==> src/rtl/decoder.sv <==
// Registered RV32I/F instruction field decoder.
//
// Splits a 32-bit instruction into opcode, function codes, integer and FP
// register indices and format-assembled immediate bit patterns, and flags
// opcodes outside the supported set. All outputs are registered and appear
// one clock after the instruction is presented with valid_in.
//
// Ports:
//   clk          rising-edge clock
//   rst          asynchronous active-high reset, clears every output
//   instruction  raw instruction word
//   valid_in     instruction qualifier
//   valid_out    outputs correspond to a decoded instruction
//   illegal      opcode not in the supported set
//   op           instruction[6:0]
//   funct2       R4 fmt field [26:25]
//   funct3       [14:12]
//   funct7       [31:25]
//   rs1, rs2     integer sources [19:15], [24:20]
//   fs1/fs2/fs3  FP sources [19:15], [24:20], [31:27]
//   rd, fd       integer / FP destination [11:7]
//   imm12        I/S/B immediate bit pattern (no sign extension)
//   immhi        U/J immediate bit pattern
//
// Handshake: valid_in is a one-cycle qualifier with no back-pressure; every
// clock edge with valid_in=1 produces exactly one valid_out pulse on the
// following cycle. With valid_in=0 the fields hold and valid_out drops.
module decoder #(
  parameter int XLEN = 32
) (
  input  logic            clk,
  input  logic            rst,
  input  logic [XLEN-1:0] instruction,
  input  logic            valid_in,
  output logic            valid_out,
  output logic            illegal,
  output logic [6:0]      op,
  output logic [1:0]      funct2,
  output logic [2:0]      funct3,
  output logic [6:0]      funct7,
  output logic [4:0]      rs1,
  output logic [4:0]      rs2,
  output logic [4:0]      fs1,
  output logic [4:0]      fs2,
  output logic [4:0]      fs3,
  output logic [4:0]      rd,
  output logic [4:0]      fd,
  output logic [11:0]     imm12,
  output logic [19:0]     immhi
);

  localparam logic [6:0] OP_R      = 7'b0110011;
  localparam logic [6:0] OP_LOAD   = 7'b0000011;
  localparam logic [6:0] OP_IMM    = 7'b0010011;
  localparam logic [6:0] OP_JALR   = 7'b1100111;
  localparam logic [6:0] OP_SYSTEM = 7'b1110011;
  localparam logic [6:0] OP_STORE  = 7'b0100011;
  localparam logic [6:0] OP_BRANCH = 7'b1100011;
  localparam logic [6:0] OP_LUI    = 7'b0110111;
  localparam logic [6:0] OP_AUIPC  = 7'b0010111;
  localparam logic [6:0] OP_JAL    = 7'b1101111;
  localparam logic [6:0] OP_FLW    = 7'b0000111;
  localparam logic [6:0] OP_FSW    = 7'b0100111;
  localparam logic [6:0] OP_FP     = 7'b1010011;
  localparam logic [6:0] OP_FMADD  = 7'b1000011;
  localparam logic [6:0] OP_FMSUB  = 7'b1000111;
  localparam logic [6:0] OP_FNMSUB = 7'b1001011;
  localparam logic [6:0] OP_FNMADD = 7'b1001111;

  logic        illegal_n;
  logic [6:0]  op_n;
  logic [1:0]  funct2_n;
  logic [2:0]  funct3_n;
  logic [6:0]  funct7_n;
  logic [4:0]  rs1_n;
  logic [4:0]  rs2_n;
  logic [4:0]  fs1_n;
  logic [4:0]  fs2_n;
  logic [4:0]  fs3_n;
  logic [4:0]  rd_n;
  logic [4:0]  fd_n;
  logic [11:0] imm12_n;
  logic [19:0] immhi_n;

  // Combinational decode: every field defaults to 0 so that anything a
  // format does not use is driven 0 rather than a stray slice.
  always_comb begin
    illegal_n = 1'b0;
    op_n      = instruction[6:0];
    funct2_n  = '0;
    funct3_n  = '0;
    funct7_n  = '0;
    rs1_n     = '0;
    rs2_n     = '0;
    fs1_n     = '0;
    fs2_n     = '0;
    fs3_n     = '0;
    rd_n      = '0;
    fd_n      = '0;
    imm12_n   = '0;
    immhi_n   = '0;
    unique case (instruction[6:0])
      OP_R: begin
        rd_n     = instruction[11:7];
        funct3_n = instruction[14:12];
        rs1_n    = instruction[19:15];
        rs2_n    = instruction[24:20];
        funct7_n = instruction[31:25];
      end
      OP_LOAD, OP_IMM, OP_JALR, OP_SYSTEM: begin
        rd_n     = instruction[11:7];
        funct3_n = instruction[14:12];
        rs1_n    = instruction[19:15];
        imm12_n  = instruction[31:20];
      end
      OP_STORE: begin
        funct3_n = instruction[14:12];
        rs1_n    = instruction[19:15];
        rs2_n    = instruction[24:20];
        imm12_n  = {instruction[31:25], instruction[11:7]};
      end
      OP_BRANCH: begin
        funct3_n = instruction[14:12];
        rs1_n    = instruction[19:15];
        rs2_n    = instruction[24:20];
        // Branch offset bits [12:1]; bit 0 is implicitly zero.
        imm12_n  = {instruction[31], instruction[7],
                    instruction[30:25], instruction[11:8]};
      end
      OP_LUI, OP_AUIPC: begin
        rd_n    = instruction[11:7];
        immhi_n = instruction[31:12];
      end
      OP_JAL: begin
        rd_n    = instruction[11:7];
        // Jump offset bits [20:1]; bit 0 is implicitly zero.
        immhi_n = {instruction[31], instruction[19:12],
                   instruction[20], instruction[30:21]};
      end
      OP_FLW: begin
        fd_n     = instruction[11:7];
        funct3_n = instruction[14:12];
        rs1_n    = instruction[19:15];
        imm12_n  = instruction[31:20];
      end
      OP_FSW: begin
        funct3_n = instruction[14:12];
        rs1_n    = instruction[19:15];
        fs2_n    = instruction[24:20];
        imm12_n  = {instruction[31:25], instruction[11:7]};
      end
      OP_FP: begin
        fd_n     = instruction[11:7];
        funct3_n = instruction[14:12];
        fs1_n    = instruction[19:15];
        fs2_n    = instruction[24:20];
        funct7_n = instruction[31:25];
      end
      OP_FMADD, OP_FMSUB, OP_FNMSUB, OP_FNMADD: begin
        fd_n     = instruction[11:7];
        funct3_n = instruction[14:12];
        fs1_n    = instruction[19:15];
        fs2_n    = instruction[24:20];
        funct2_n = instruction[26:25];
        fs3_n    = instruction[31:27];
      end
      default: begin
        illegal_n = 1'b1;
      end
    endcase
  end

  // Output register. Fields only load on valid_in, so an idle cycle keeps
  // the last decode visible while valid_out drops.
  always_ff @(posedge clk or posedge rst) begin
    if (rst) begin
      valid_out <= 1'b0;
      illegal   <= 1'b0;
      op        <= '0;
      funct2    <= '0;
      funct3    <= '0;
      funct7    <= '0;
      rs1       <= '0;
      rs2       <= '0;
      fs1       <= '0;
      fs2       <= '0;
      fs3       <= '0;
      rd        <= '0;
      fd        <= '0;
      imm12     <= '0;
      immhi     <= '0;
    end else if (valid_in) begin
      valid_out <= 1'b1;
      illegal   <= illegal_n;
      op        <= op_n;
      funct2    <= funct2_n;
      funct3    <= funct3_n;
      funct7    <= funct7_n;
      rs1       <= rs1_n;
      rs2       <= rs2_n;
      fs1       <= fs1_n;
      fs2       <= fs2_n;
      fs3       <= fs3_n;
      rd        <= rd_n;
      fd        <= fd_n;
      imm12     <= imm12_n;
      immhi     <= immhi_n;
    end else begin
      valid_out <= 1'b0;
    end
  end

endmodule

==> config.mk <==
export PLATFORM = sky130hd
export DESIGN_NAME = decoder
export DESIGN_NICKNAME = d
export VERILOG_FILES = /design/src/rtl/decoder.sv
export SDC_FILE = /design/constraint.sdc
export NUM_CORES = 1
export LEC_CHECK = 0
export BUFFER_PORTS_ARGS = -buffer_cell sky130_fd_sc_hd__buf_2
export CORE_AREA = 3 3 139 87
export DETAILED_ROUTE_END_ITERATION = 8
export DIE_AREA = 0 0 142 90
export SETUP_SLACK_MARGIN = 0.5
export SLEW_MARGIN = 20
export SYNTH_ARGS = -nofsm -noshare
export SYNTH_HDL_FRONTEND = slang
export SYNTH_SLANG_ARGS = --single-unit
==> constraint.sdc <==
create_clock -name clk -period 5.41 [get_ports clk]
set_clock_uncertainty 0.15 [all_clocks]
set_input_delay 0.541 -clock clk [delete_from_list [all_inputs] [get_ports clk]]
set_output_delay 0.541 -clock clk [all_outputs]
set_load 0.02 [all_outputs]
==> results.sh, run 1 <==
export IMPL_synthesis_nets=362
export IMPL_port_buffers=122
export IMPL_seq_area_um2=2202
export IMPL_ctsRootBufferMaster="sky130_fd_sc_hd__clkbuf_16"
export IMPL_timing_hold_worst_class="in2reg"
export IMPL_setup_worst_path_class="in2reg"
export IMPL_htree_num_levels=3
export IMPL_timing_critical_path_to_type="flop"
export IMPL_routed_wl_mm=11.64
export IMPL_fillCellCount=1034
export IMPL_path_delay_family="buffers and inverters"
export IMPL_synth_area_per_cell_um2=11.70
export IMPL_unrepaired_setup_endpoints_after_global_routing="false"
export IMPL_grt_first_pass_wirelength_mm=17.98
export IMPL_cp_data_arrival_time_ps=2820
export IMPL_layout_area_overhead_vs_synth_pct=26.32
export IMPL_clockBufferDepth=2
export IMPL_synth_distinct_cells=44
export IMPL_number_of_non_filler_instances_in_the_completed_layout=582
export IMPL_report_power_total_mw=1.571
export IMPL_seq_total_area_yosys=0.5755
export IMPL_synth_seq_cells=88
export IMPL_worst_path_buf_inv=3
export IMPL_critical_path_cell_count=5
export IMPL_ff2ff_path_depth=2
export IMPL_grt_resource_usage_total=0.1805
export IMPL_die_height_um=90
export IMPL_hold_depth=2
export IMPL_die_width_um=142
export IMPL_diodes=0
export IMPL_antenna_left=0
export IMPL_first_global_vias=3081
export IMPL_max_slew_worst_pin_slew_ps=1010
export IMPL_floorplan_initialDensity=0.3575
export IMPL_final_net_count=474
export IMPL_final_setup_margin_ps=2714
export IMPL_cap_violations=0
export IMPL_synth_ff_type="sky130_fd_sc_hd__dfrtp_1"
export IMPL_final_min_period_over_clock_period=0.4983
export IMPL_fin_setup_tns_ps=0
export IMPL_clk_pin_slew_ps=60
export IMPL_path_max_fanout=58
export IMPL_routed_wire_length_per_instance_um=20.01
export IMPL_synth_edf_count=0
export IMPL_cts_num_sinks=88
export IMPL_finalSetupViolCount=0
export IMPL_insertion_delay_ps=330
export IMPL_die_area_um2=12780
export IMPL_grt_start_max_net_pins=84
export IMPL_post_route_min_period_ps=2696
export IMPL_netlist_area_um2=3826
export IMPL_yosys_warnings=0
export IMPL_num_rows=29
export IMPL_layout_drive_gt1_share=0.3567
export IMPL_dp_hpwl_mm=8.194
export IMPL_route_vias_total=3131
export IMPL_fmax_mhz=371.0
export IMPL_cp_required_ps=5530
export IMPL_drc_errors=0
export IMPL_worst_path_max_delay_cell="sky130_fd_sc_hd__buf_2"
export IMPL_final_hold_viol_count=0
export IMPL_crit_path_cell_trace="buf_2 -> inv_2 -> buf_4 -> nor2_1 -> a22o_1"
export IMPL_detail_route_vias_per_cell=5.380
export IMPL_antenna_found_initial=2
export IMPL_finalInstanceArea_um2=4833
export IMPL_vdd_ir_drop_worst_mv=0.1882
export IMPL_max_slew_margin_rel=0.3269
export IMPL_multiInputGateArea_um2=1480
export IMPL_floorplan_core_area_um2=10700
export IMPL_placed_cells=566
export IMPL_cts_resized=0
export IMPL_detailedRoute_firstPassIterationCount=4
export IMPL_cellPowerDensity_nw_per_um2=325.1
export IMPL_initialDrtViolationCount=204
export IMPL_post_synth_inst_count=327
export IMPL_postSynth_asyncResetShare=1.000
export IMPL_status="completed"
export IMPL_worst_path_largest_cell_delay_ps=750
export IMPL_tritoncts_num_buffers=9
export IMPL_timing_critical_path_from_type="primary input"
export IMPL_cts_tree="built"
export IMPL_leakage_nw=2.454
export IMPL_place_gp_congestion=0.8039
export IMPL_place_area_um2=4498
export IMPL_worst_slack_after_detailed_placement_ps=2414
export IMPL_design_portCount=123
export IMPL_slew_violations=0
export IMPL_global_route_overflow_total=0
-- synthesized netlist by cell type, types with 6 or more instances --
| library cell | number | area [um2] |
|---|---|---|
| sky130_fd_sc_hd__a21oi_1 | 14 | 70.07 |
| sky130_fd_sc_hd__nor2b_1 | 6 | 37.54 |
| sky130_fd_sc_hd__o2bb2ai_1 | 8 | 70.07 |
| sky130_fd_sc_hd__o21ai_0 | 6 | 30.03 |
| sky130_fd_sc_hd__a221oi_1 | 19 | 166.4 |
| sky130_fd_sc_hd__a22o_1 | 44 | 385.4 |
| sky130_fd_sc_hd__a32oi_1 | 6 | 52.55 |
| sky130_fd_sc_hd__clkbuf_1 | 15 | 56.30 |
| sky130_fd_sc_hd__mux2_2 | 7 | 78.83 |
| sky130_fd_sc_hd__nor2_1 | 47 | 176.4 |
| sky130_fd_sc_hd__dfrtp_1 | 88 | 2202 |
| sky130_fd_sc_hd__nand2_1 | 11 | 41.29 |
-- routing by layer --
metal,vias up,routed length [um],global-route usage
li1,1453,-,-
met1,1546,6051,0.2879
met2,113,4537,0.2276
met3,15,902,0.06257
met4,4,130,0.04393
met5,-,21,0
-- registers in the layout, summed over array words and instances (netlist names) --
name and cells:
fs3 5, illegal 1, funct3 3, immhi 20, op 7, fs2 5
funct7 7, funct2 2, valid_out 1, rs2 5, rd 5, fs1 5
fd 5, imm12 12, rs1 5
-- cells in the final DEF, fill, tap and decap left out, drive strengths merged, types with 3 or more instances in the layout --
cell type	synthesis	final
a21oi	14	14
a221oi	19	19
a22o	44	44
a32oi	6	6
and3b	4	4
buf	8	124
clkbuf	16	12
dfrtp	88	88
inv	4	3
mux2	7	7
nand2	11	11
nand2b	3	3
nand3	4	4
nor2	47	47
nor2b	7	7
nor3	4	4
o21ai	8	8
o2bb2ai	8	8
or2	5	5
-- final cells by class --
cell class,instances,share of cell area
Tap cell,139,0.03598
Sequential cell,88,0.4556
Inverter,4,0.003365
Timing Repair Buffer,125,0.1323
Clock inverter,3,0.01346
Clock buffer,12,0.05307
Multi-Input combinational cell,211,0.3062
-- repair_timing --
item,CTS,global route
setup buffers,0,0
hold buffers,1,0
hold endpoints to repair,5,0
-- through the flow --
stage	util	hold slack, ps
final	0.4515	316.2
after global routing	0.4515	327.1
after CTS	0.4512	303.5
after detailed placement	0.4202	259.1
after global placement	0.4202	260.1
after floorplan	-	422.4
-- power by group --
group / switching [mW] / internal, mW / leakage, nW
clock: 0.243 / 0.427 / 0.159
sequential: 0.0183 / 0.687 / 1.16
combinational: 0.132 / 0.0638 / 1.13
total: 0.394 / 1.18 / 2.45
-- final timing paths --
| path | startpoint | to | slack, ps |
|---|---|---|---|
| worst max register to register | imm12[3] | imm12[3] | 4280 |
| max in group asynchronous | rst | imm12[9] | 3690 |
| worst max-delay path | valid_in | fs3[2] | 2710 |
| min in group asynchronous | rst | fs2[4] | 470 |
| worst min-delay path | instruction[13] | funct3[1] | 320 |
| worst min register to register | op[3] | op[3] | 350 |
-- kinds of logic (layout without fill, tap and decap cells) --
group | after synthesis | after routing | synth area share
and+or+nand+nor | 96 | 96 | 0.1337
DFF | 88 | 88 | 0.5755
buffers and inverters | 28 | 144 | 0.03760
AOI/OAI and AO/OA | 108 | 108 | 0.2325
muxes | 7 | 7 | 0.02060
Power figures use the tool's default switching activity.
==> inputs of run 2 (changes only) <==
==> constraint.sdc (replaced) <==
create_clock -name clk -period 2.3 [get_ports clk]
set_clock_uncertainty 0.15 [all_clocks]
set_input_delay 0.23 -clock clk [delete_from_list [all_inputs] [get_ports clk]]
set_output_delay 0.23 -clock clk [all_outputs]
set_load 0.02 [all_outputs]
==> run 2 against run 1 <==
Via count rose by 2.7%. Clock power rose to 2.5 times the previous value. Utilization rose by 1.1 points. Critical endpoint is now immhi[0]. Setup slack lost 1900 ps. Global-route usage up 0.27 points.
==> results.sh, run 2 (synthesis results as in run 1) <==
export IMPL_htree_num_levels=3
export IMPL_detailedRoute_firstPassIterationCount=4
export IMPL_timing_hold_worst_class="in2reg"
export IMPL_number_of_non_filler_instances_in_the_completed_layout=591
export IMPL_routed_wire_length_per_instance_um=19.30
export IMPL_final_min_period_over_clock_period=0.6550
export IMPL_cellPowerDensity_nw_per_um2=772.5
export IMPL_global_route_overflow_total=0
export IMPL_initialDrtViolationCount=234
export IMPL_setup_worst_path_class="in2reg"
export IMPL_timing_critical_path_from_type="primary input"
export IMPL_max_slew_margin_rel=0.6398
export IMPL_status="completed"
export IMPL_port_buffers=122
export IMPL_diodes=0
export IMPL_cap_violations=0
export IMPL_leakage_nw=2.505
export IMPL_die_area_um2=12780
export IMPL_final_hold_viol_count=0
export IMPL_cts_resized=0
export IMPL_hp_start="instruction[31]"
export IMPL_largest_reg_flops=20
export IMPL_detail_route_vias_per_cell=5.440
export IMPL_floorplan_core_area_um2=10700
export IMPL_route_vias_total=3215
export IMPL_antenna_found_initial=0
export IMPL_timing_critical_path_to_type="flop"
export IMPL_num_rows=29
export IMPL_grt_first_pass_wirelength_mm=18.41
export IMPL_dp_hpwl_mm=8.114
export IMPL_die_height_um=90
export IMPL_whs_ps=14.56
export IMPL_crit_path_cell_trace="buf_2 -> and4b_1 -> and4_1 -> buf_4 -> a221oi_1 -> nor2_1"
export IMPL_placed_cells=571
export IMPL_routed_wl_mm=11.41
export IMPL_layout_commonest_cell="sky130_fd_sc_hd__buf_2"
export IMPL_drc_errors=0
export IMPL_layout_common_cells="sky130_fd_sc_hd__buf_2 (122), sky130_fd_sc_hd__dfrtp_1 (88), sky130_fd_sc_hd__nor2_1 (47)"
export IMPL_layout_area_overhead_vs_synth_pct=29.43
export IMPL_insertion_delay_ps=340
export IMPL_first_global_vias=3151
export IMPL_worst_path_largest_cell_delay_ps=320
export IMPL_cts_tree="built"
export IMPL_final_setup_margin_ps=793.4
export IMPL_seq_area_um2=2202
export IMPL_fmax_mhz=663.8
export IMPL_tritoncts_num_buffers=9
export IMPL_cts_repair_timing_setup_buffer_count=0
export IMPL_path_delay_family="simple AND/OR/NAND/NOR gates"
export IMPL_clk_pin_slew_ps=70
export IMPL_crit_reg2reg_capture="imm12[3]"
export IMPL_worst_path_max_delay_cell="sky130_fd_sc_hd__a221oi_1"
export IMPL_multiInputGateArea_um2=1480
export IMPL_fillCellCount=1022
export IMPL_place_area_um2=4563
export IMPL_final_net_count=482
export IMPL_ctsRootBufferMaster="sky130_fd_sc_hd__clkbuf_16"
export IMPL_hold_depth=3
export IMPL_die_width_um=142
export IMPL_worst_path_buf_inv=2
export IMPL_finalSetupViolCount=0
export IMPL_layout_drive_gt1_share=0.3650
export IMPL_place_gp_congestion=0.8156
export IMPL_rrSetupSlack_ps=1170
export IMPL_antenna_left=0
export IMPL_slew_violations=0
export IMPL_largest_reg_by_ff_count="immhi"
export IMPL_unrepaired_setup_endpoints_after_global_routing="false"
export IMPL_finalInstanceArea_um2=4952
export IMPL_floorplan_initialDensity=0.3575
export IMPL_grt_resource_usage_total=0.1832
export IMPL_clockBufferDepth=2
export IMPL_endpoint_with_the_worst_hold_slack="imm12[11]"
export IMPL_worst_slack_after_detailed_placement_ps=456.3
export IMPL_reg_largest_list="immhi x20, imm12 x12"
export IMPL_cts_num_sinks=88
export IMPL_path_max_fanout=22
export IMPL_fin_setup_tns_ps=0
export IMPL_design_portCount=123
export IMPL_vdd_ir_drop_worst_mv=0.3540
export IMPL_max_slew_worst_pin_slew_ps=540.3
export IMPL_cp_data_arrival_time_ps=1580
export IMPL_ff2ff_path_depth=2
export IMPL_post_route_min_period_ps=1507
export IMPL_worstReg2RegStart="imm12[3]"
export IMPL_grt_start_max_net_pins=89
export IMPL_cp_required_ps=2370
-- run 2: changes by cell type in the layout (fill, tap and decap cells not counted), sizes merged --
cell / change
clkbuf: -3
clkinv: -2
bufinv: +1
dlygate4sd3: +3
buf: +5
inv: +3
clkinvlp: +2
-- run 2: report_power, final --
| group | total (mW) | switching [mW] | internal, mW |
|---|---|---|---|
| sequential | 1.66 | 0.0414 | 1.62 |
| clock | 1.70 | 0.626 | 1.07 |
| combinational | 0.470 | 0.310 | 0.160 |
| total | 3.83 | 0.977 | 2.85 |
-- run 2: worst reg2reg max path: stages, from the launching register on --
cell and delay (ps):
sky130_fd_sc_hd__dfrtp_1 380, sky130_fd_sc_hd__or2_2 280, sky130_fd_sc_hd__a22o_1 210
-- run 2: cell type report --
| type | instances | area share |
|---|---|---|
| multi-input combinational | 211 | 0.2989 |
| inverter | 4 | 0.003790 |
| tap | 139 | 0.03512 |
| sequential | 88 | 0.4447 |
| clock buffer | 9 | 0.04548 |
| timing repair buffer | 133 | 0.1470 |
| clock inverter | 7 | 0.02501 |
-- run 2: per-layer routing --
layer / wire [um] / global-route usage / share of wire / vias to the layer above
met4: 113 / 0.04473 / 0.0099 / 0
met1: 5787 / 0.3003 / 0.51 / 1611
li1: - / - / - / 1467
met3: 1025 / 0.05461 / 0.090 / 9
met2: 4481 / 0.2284 / 0.39 / 128
met5: 0 / 0 / 0 / -
-- run 2: metrics by stage --
step / total power, mW / util
6_report: 3.826 / 0.4627
3_5_place_dp: 2.156 / 0.4263
3_3_place_gp: 2.150 / 0.4263
4_1_cts: 3.877 / 0.4627
2_1_floorplan: 1.955 / -
5_1_grt: 3.995 / 0.4627
-- run 2: timing repair --
action | CTS | global route
hold endpoints to repair | 91 | 0
hold buffers | 4 | 0
endpoints found under the setup margin | 0 | 0
-- run 2: how the worst max path moves through the flow --
stage | start | to | slack, ps | cells past startpoint
2_1_floorplan | instruction[4] | illegal | 810 | 5
3_3_place_gp | instruction[6] | immhi[18] | 510 | 6
3_5_place_dp | instruction[6] | immhi[0] | 460 | 6
4_1_cts | instruction[6] | immhi[0] | 820 | 6
5_1_grt | instruction[6] | immhi[12] | 690 | 6
6_report | instruction[6] | immhi[0] | 790 | 6
==> inputs of run 3 (changes only) <==
==> constraint.sdc (replaced) <==
create_clock -name clk -period 1.3 [get_ports clk]
set_clock_uncertainty 0.15 [all_clocks]
set_input_delay 0.13 -clock clk [delete_from_list [all_inputs] [get_ports clk]]
set_output_delay 0.13 -clock clk [all_outputs]
set_load 0.02 [all_outputs]
==> run 3 against run 2 <==
The flow now finishes with violations (negative hold slack). Sequential power up 78%. Combinational power rose to 3.2 times the previous value. Setup slack lost 700 ps. Utilization grew 22 points. Largest cell class is now non-clock buffers. Largest power group is now sequential cells.
==> results.sh, run 3 (synthesis results as in run 1) <==
export IMPL_placed_cells=605
export IMPL_grt_resource_usage_total=0.2171
export IMPL_detailedRoute_firstPassIterationCount=4
export IMPL_worst_path_buf_inv=1
export IMPL_reg_largest_list="immhi x20, imm12 x12"
export IMPL_initialDrtViolationCount=190
export IMPL_layout_drive_gt1_share=0.6060
export IMPL_routed_wl_mm=14.35
export IMPL_die_height_um=90
export IMPL_violations="negative hold slack"
export IMPL_fmax_mhz=830.7
export IMPL_largest_reg_flops=20
export IMPL_setup_worst_path_class="reg2out"
export IMPL_design_portCount=123
export IMPL_ctsRootBufferMaster="sky130_fd_sc_hd__clkbuf_16"
export IMPL_floorplan_initialDensity=0.3575
export IMPL_grt_first_pass_wirelength_mm=21.87
export IMPL_layout_common_cells="sky130_fd_sc_hd__buf_6 (134), sky130_fd_sc_hd__dfrtp_1 (88), sky130_fd_sc_hd__buf_4 (68)"
export IMPL_clockBufferDepth=2
export IMPL_tritoncts_num_buffers=9
export IMPL_antenna_found_initial=0
export IMPL_crit_path_cell_trace="buf_6"
export IMPL_vdd_ir_drop_worst_mv=0.6578
export IMPL_post_route_min_period_ps=1204
export IMPL_port_buffers=122
export IMPL_die_width_um=142
export IMPL_grt_start_max_net_pins=89
export IMPL_global_route_overflow_total=0
export IMPL_layout_area_overhead_vs_synth_pct=90.75
export IMPL_place_gp_congestion=0.8591
export IMPL_max_slew_margin_rel=0.6884
export IMPL_worst_path_largest_cell_delay_ps=430
export IMPL_route_vias_total=3787
export IMPL_path_max_fanout=2
export IMPL_timing_critical_path_to_type="primary output"
export IMPL_worst_slack_after_detailed_placement_ps=-276.0
export IMPL_final_hold_viol_count=117
export IMPL_detail_route_vias_per_cell=5.334
export IMPL_report_power_total_mw=7.060
export IMPL_worst_path_max_delay_cell="sky130_fd_sc_hd__dfrtp_1"
export IMPL_final_setup_margin_ps=96.24
export IMPL_leakage_nw=3.484
export IMPL_final_min_period_over_clock_period=0.9260
export IMPL_whs_ps=-213.2
export IMPL_diodes=0
export IMPL_dp_hpwl_mm=8.861
export IMPL_cp_required_ps=1020
export IMPL_timing_critical_path_from_type="flop"
export IMPL_path_delay_family="flip-flops"
export IMPL_fin_setup_tns_ps=0
export IMPL_status="finished with violations"
export IMPL_insertion_delay_ps=340
export IMPL_floorplan_core_area_um2=10700
export IMPL_cap_violations=0
export IMPL_max_slew_worst_pin_slew_ps=467.4
export IMPL_largest_reg_by_ff_count="immhi"
export IMPL_drc_errors=0
export IMPL_finalSetupViolCount=0
export IMPL_number_of_non_filler_instances_in_the_completed_layout=710
export IMPL_first_global_vias=3854
export IMPL_antenna_left=0
export IMPL_num_rows=29
export IMPL_final_net_count=601
export IMPL_clk_pin_slew_ps=70
export IMPL_htree_num_levels=3
export IMPL_layout_commonest_cell="sky130_fd_sc_hd__buf_6"
export IMPL_cts_num_sinks=88
export IMPL_timing_hold_worst_class="in2async"
export IMPL_cts_tree="built"
export IMPL_routed_wire_length_per_instance_um=20.20
export IMPL_die_area_um2=12780
export IMPL_slew_violations=0
export IMPL_cp_data_arrival_time_ps=920
export IMPL_cellPowerDensity_nw_per_um2=967.3
export IMPL_unrepaired_setup_endpoints_after_global_routing="true"
-- run 3: cell types whose count changed in the layout (fill, tap and decap cells not counted), moves of 6 or more --
cell                        previous run  this run
sky130_fd_sc_hd__buf_6                 0       134
sky130_fd_sc_hd__buf_8                 0         7
sky130_fd_sc_hd__o2bb2ai_2             0         6
sky130_fd_sc_hd__a221oi_1             19         0
sky130_fd_sc_hd__a221oi_2              0        12
sky130_fd_sc_hd__o2bb2ai_1             8         1
sky130_fd_sc_hd__a221oi_4              0         7
sky130_fd_sc_hd__buf_2               122        26
sky130_fd_sc_hd__buf_12                2        12
sky130_fd_sc_hd__buf_4                 5        68
-- run 3: power by group --
part / switching (mW) / total, mW / leakage [nW] / internal (mW)
Sequential: 0.101 / 2.96 / 1.16 / 2.86
Clock: 1.11 / 2.61 / 0.143 / 1.50
Combinational: 0.726 / 1.49 / 2.18 / 0.764
-- run 3: area by class of cell --
type	count	area (um2)
clock buffers	10	229.0
clock inverters	6	68.82
fillers	737	3406
inverters	4	18.77
multi-input cells	211	1968
flip-flops and latches	88	2202
well taps	139	173.9
repair buffers	252	2638
-- run 3: layer usage --
metal	track usage	share of wire
met1	0.3193	0.45
met2	0.3018	0.43
met3	0.08324	0.099
met4	0.04712	0.011
met5	0	0
-- run 3: path summary, 6_finish.rpt --
path | cells past startpoint | slack (ps) | start | end
max reg2reg | 3 | 160 | fs2[4] | fs2[4]
max in group asynchronous | 3 | 880 | rst | fs3[4]
min reg2reg | 1 | 380 | fd[2] | fd[2]
max | 1 | 100 | fs2[4] | fs2[4]
min | 3 | -210 | rst | fs2[3]
min in group clk | 2 | -70 | instruction[13] | funct3[1]
-- run 3: what timing repair did --
action / in CTS / in global routing
cloned: 5 / 0
pin swaps: 89 / 39
gates resized for setup: 278 / 54
hold endpoints to repair: 141 / 115
buffers inserted: 58 / 26
setup endpoints to repair: 175 / 175
-- run 3: metrics by stage --
| stage | area [um2] | util |
|---|---|---|
| finish | 7298 | 0.6818 |
| global route | 7298 | 0.6818 |
| CTS | 6837 | 0.6387 |
| detailed placement | 5004 | 0.4674 |
| global placement | 5004 | 0.4674 |
| floorplan | 4085 | - |
